$ cat src/rtl/seg7_scan3.sv
// Three-digit multiplexed 7-segment scanner. Each digit slot starts with a dark guard, and the shadow registers refresh only at a frame boundary.
// Optional feature: define SEG7_LEADING_ZERO_BLANK_EN to blank leading "0" glyphs on digits 2 and 1.
module seg7_scan3 #(
  parameter int SCAN_DIV     = 1000,
  parameter int BLANK_CYCLES = 16
) (
  input  logic       clock,
  input  logic       rst_n,
  input  logic       enable,
  input  logic [6:0] digi_0,
  input  logic [6:0] digi_1,
  input  logic [6:0] digi_2,
  output logic [6:0] seg,
  output logic [2:0] dig_n,
  output logic       frame_done
);

  localparam int CNT_W = (SCAN_DIV > 1) ? $clog2(SCAN_DIV) : 1;
  localparam logic [CNT_W-1:0] CNT_MAX   = CNT_W'(SCAN_DIV - 1);
  localparam logic [CNT_W-1:0] BLANK_END = CNT_W'(BLANK_CYCLES);

  logic [CNT_W-1:0] cnt_reg, cnt_next;
  logic [1:0]       slot_reg, slot_next;
  logic [2:0][6:0]  sh_reg, sh_next;
  logic [6:0]       seg_reg, seg_next;
  logic [2:0]       dig_n_reg, dig_n_next;
  logic             fd_reg, fd_next;

  logic             cnt_wrap;
  logic             frame_end;
  logic             lit;
  logic [2:0]       blank_mask;
  logic [2:0][6:0]  glyph;

`ifdef SEG7_LEADING_ZERO_BLANK_EN
  localparam logic [6:0] GLYPH_ZERO = 7'b0111111;
  // Digit 1 is only suppressed when digit 2 is also suppressed; digit 0 always shows.
  assign blank_mask = {(sh_reg[2] == GLYPH_ZERO),
                       (sh_reg[2] == GLYPH_ZERO) && (sh_reg[1] == GLYPH_ZERO),
                       1'b0};
`else
  assign blank_mask = 3'b000;
`endif

  genvar gi;
  generate
    for (gi = 0; gi < 3; gi++) begin : g_glyph
      assign glyph[gi] = blank_mask[gi] ? 7'b0000000 : sh_reg[gi];
    end
  endgenerate

  always_comb begin
    cnt_next   = cnt_reg;
    slot_next  = slot_reg;
    sh_next    = sh_reg;
    seg_next   = 7'b0000000;
    dig_n_next = 3'b111;
    fd_next    = 1'b0;

    cnt_wrap  = (cnt_reg == CNT_MAX);
    frame_end = enable && cnt_wrap && (slot_reg == 2'd2);
    lit       = enable && (cnt_reg >= BLANK_END);

    if (!enable) begin
      cnt_next  = '0;
      slot_next = 2'd0;
    end else begin
      cnt_next = cnt_wrap ? '0 : cnt_reg + 1'b1;
      if (slot_reg == 2'd3)
        slot_next = 2'd0;
      else if (cnt_wrap)
        slot_next = (slot_reg == 2'd2) ? 2'd0 : slot_reg + 2'd1;
    end

    // While idle the shadows track the inputs so a restart shows fresh data.
    if (!enable || frame_end)
      sh_next = {digi_2, digi_1, digi_0};

    fd_next = frame_end;

    if (lit) begin
      case (slot_reg)
        2'd0: begin dig_n_next = 3'b110; seg_next = glyph[0]; end
        2'd1: begin dig_n_next = 3'b101; seg_next = glyph[1]; end
        2'd2: begin dig_n_next = 3'b011; seg_next = glyph[2]; end
        default: ;
      endcase
    end
  end

  always_ff @(posedge clock or negedge rst_n) begin
    if (!rst_n) begin
      cnt_reg   <= '0;
      slot_reg  <= 2'd0;
      sh_reg    <= '0;
      seg_reg   <= 7'b0000000;
      dig_n_reg <= 3'b111;
      fd_reg    <= 1'b0;
    end else begin
      cnt_reg   <= cnt_next;
      slot_reg  <= slot_next;
      sh_reg    <= sh_next;
      seg_reg   <= seg_next;
      dig_n_reg <= dig_n_next;
      fd_reg    <= fd_next;
    end
  end

  assign seg        = seg_reg;
  assign dig_n      = dig_n_reg;
  assign frame_done = fd_reg;

endmodule

$ cat config.mk
export PLATFORM = sky130hd
export DESIGN_NAME = seg7_scan3
export DESIGN_NICKNAME = d
export VERILOG_FILES = /design/src/rtl/seg7_scan3.sv
export SDC_FILE = /design/constraint.sdc
export NUM_CORES = 1
export LEC_CHECK = 0
export CAP_MARGIN = 20
export CORE_ASPECT_RATIO = 0.5
export CORE_UTILIZATION = 43
export CTS_BUF_LIST = sky130_fd_sc_hd__clkbuf_8 sky130_fd_sc_hd__clkbuf_16
export CTS_CLUSTER_DIAMETER = 50
export DETAILED_ROUTE_END_ITERATION = 8
export HOLD_SLACK_MARGIN = 0.12
export PLACE_DENSITY = 0.63
export RECOVER_POWER = 100
export SYNTH_ARGS = -nofsm -noshare
export SYNTH_HDL_FRONTEND = slang
export SYNTH_SLANG_ARGS = --single-unit
$ cat constraint.sdc
create_clock -name clock -period 2.53 [get_ports clock]
set_clock_uncertainty 0.2 [all_clocks]
set_input_delay 0.253 -clock clock [delete_from_list [all_inputs] [get_ports clock]]
set_output_delay 0.253 -clock clock [all_outputs]
set_load 0.02 [all_outputs]
==> flow_metrics.env <==
export IMPL_largest_reg_flops=21
export IMPL_insertion_delay_ns=0.29
export IMPL_coreArea_mm2=0.00414
export IMPL_min_period_ns=2.16
export IMPL_portBuffers=34
export IMPL_outcome="finished with violations"
export IMPL_dr_wl_met2_mm=1.58
export IMPL_setup_viol=0
export IMPL_timing_rr_end="glyph[14]"
export IMPL_maxCapViolCount=0
export IMPL_fin_setup_tns_ns=0
export IMPL_synthesis_nets=185
export IMPL_syn_to_final_growth_pct=28.0
export IMPL_avgRoutedWirePerCell_um=13.4
export IMPL_clockRootBuffer="clkbuf_8"
export IMPL_cp_startpoint="cnt_reg[0]"
export IMPL_post_route_period_util=0.856
export IMPL_crit_required_ns=2.50
export IMPL_start_util=0.475
export IMPL_yosysUniqueCellTypes=34
export IMPL_start_kind="flip-flop"
export IMPL_clk_pin_slew_worst_paths_ns=0.08
export IMPL_synth_cells=159
export IMPL_peakVddDrop_mv=0.233
export IMPL_cts_tree="done"
export IMPL_synthDominantCellAreaShare=0.521
export IMPL_regToRegSetupSlack_ns=0.37
export IMPL_die_h_um=49.9
export IMPL_cp_endpoint="glyph[14]"
export IMPL_grtUsageTotal=0.156
export IMPL_fin_util=0.608
export IMPL_drt_iter0_drc=35
export IMPL_top_layer="met4"
export IMPL_r2r_start="cnt_reg[0]"
export IMPL_grt_pass1_vias=1238
export IMPL_via_per_inst=5.11
export IMPL_cts_resized=0
export IMPL_maxSlewHeadroom=0.452
export IMPL_cts_path_max_buffers=2
export IMPL_grt_overflow_total=0
export IMPL_wl_met3_um=127
export IMPL_numCtsBuffers=5
export IMPL_antenna_found_initial=0
export IMPL_r2r_cells=5
export IMPL_drt_met1_wl_mm=1.70
export IMPL_fmax_mhz=462
export IMPL_die_area_mm2=0.00487
export IMPL_n_antenna_cell=0
export IMPL_grt_max_degree=30
export IMPL_hold_ws_ns=0.290
export IMPL_place_gp_congestion=0.771
export IMPL_p_total_mw=1.47
export IMPL_grt_pass1_wl_mm=5.78
export IMPL_end_kind="flip-flop"
export IMPL_ios=35
export IMPL_synth_area_leaders="dfrtp_1, mux2_2, mux2i_1"
export IMPL_syn_area_mm2=0.00197
export IMPL_finalMaxSlewViolations=0
export IMPL_drc=2
export IMPL_die_w_um=97.7
export IMPL_ys_warnings_count=0
export IMPL_path_class="flip-flop to flip-flop"
export IMPL_rsz0062_at_grt="no"
export IMPL_cts_sink_count=44
export IMPL_drive_gt1_frac=0.233
export IMPL_power_density_mw_per_mm2=582
export IMPL_nets=227
export IMPL_hpwl_mm=2.42
export IMPL_synth_seq_cells=44
export IMPL_synth_avg_cell_area_um2=12.4
export IMPL_rows=16
export IMPL_ys_seq_area_frac=0.561
export IMPL_first_pass_iters=6
export IMPL_vias=1307
export IMPL_hold_class="flip-flop to flip-flop"
export IMPL_critPathArrivalTime_ns=2.14
export IMPL_violations="DRC"
export IMPL_ant_nets=0
export IMPL_cp_max_fo=21
export IMPL_htreeDepth=2
export IMPL_tightest_slew_ns=0.821
export IMPL_p_leak_nw=1.05
export IMPL_hold_viol=0
export IMPL_place_ws_ns=0.372
export IMPL_totalWireLength_mm=3.43
export IMPL_setup_ws_ns=0.365
export IMPL_synth_top_area_cell="dfrtp_1"
## worst min-delay path by stage
stage	cells past startpoint	slack (ns)	to	from
after floorplan	0	-0.24	cnt_reg[0]	rst_n
after global placement	1	-0.02	cnt_reg[1]	rst_n
after detailed placement	1	-0.02	cnt_reg[5]	rst_n
after CTS	2	0.21	cnt_reg[5]	rst_n
after global routing	1	0.31	glyph[3]	glyph[3]
final	1	0.29	glyph[3]	glyph[3]
## metrics by stage
stage | instances | cell area [um2]
after CTS | 256 | 2530
after detailed placement | 247 | 2390
final | 256 | 2520
after global placement | 247 | 2390
after floorplan | 159 | 1970
after global routing | 256 | 2520
## layout by cell type (no fill, tap or decap), types with 7 or more instances in the layout
cell             Yosys  routed
dlygate4sd3_1        0      12
nand2_1             12      12
nor2_1               7       7
or2_2                7       7
mux2_2              19      19
dfrtp_1             41      41
clkdlybuf4s50_1      0      22
mux2i_1              9       9
a21oi_1             11      11
clkbuf_8             0       7
## worst max-delay path, cell delays in order (launching register included)
cell and delay [ns]:
dfrtp_1 0.43, ha_1 0.25, nand2_1 0.17, o41ai_4 0.43, buf_12 0.22, mux2_2 0.35
## timing repair
item | CTS | global route
buffers inserted | 0 | 0
hold buffers | 1 | 0
endpoints found under the hold margin | 24 | 0
## cell type report
cell class | count | area (um2)
timing repair buffer | 41 | 395
inverter | 4 | 15.0
fill | 363 | 1620
sequential | 44 | 1100
clock buffer | 7 | 96.3
multi-input combinational | 105 | 811
tap | 54 | 67.6
clock inverter | 1 | 30.0
## metal layers
layer / global-route usage / vias to the layer above
met3: 0.0496 / 2
met4: 0.0455 / 0
met1: 0.205 / 641
met2: 0.249 / 18
li1: - / 646
met5: 0 / -
## cell usage after synthesis
cell type and number:
a21oi_1 11, and2_1 1, and3_1 1, buf_2 1, buf_6 2, clkbuf_1 3, dfrtp_1 41, dfstp_2 3
ha_1 2, inv_1 4, mux2_1 2, mux2_2 19, mux2i_1 9, nand2_1 12, nand2b_1 2, nand3_1 5
nand4_1 2, nand4b_1 1, nand4bb_4 1, nor2_1 7, nor2b_1 2, nor3_1 1, o21ai_0 4, o31ai_1 1
o31ai_2 2, o32a_1 1, o41ai_4 1, or2_2 7, or3_1 5, or3b_1 1, or3b_2 1, or4_1 1
xnor2_1 1, xor2_1 2
## power by group
group | internal, mW | total [mW] | switching, mW
clock | 0.348 | 0.577 | 0.228
sequential | 0.740 | 0.762 | 0.0216
combinational | 0.0820 | 0.128 | 0.0464
## kinds of logic after synthesis
logic type | synth area share
AO/OA/AOI/OAI | 0.0737
XOR/XNOR | 0.0133
adder cells (fa/ha/maj) | 0.0127
buffers and inverters | 0.0273
flip-flops | 0.561
multiplexers | 0.166
AND/OR/NAND/NOR | 0.146
(Power assumes the default switching activity.)
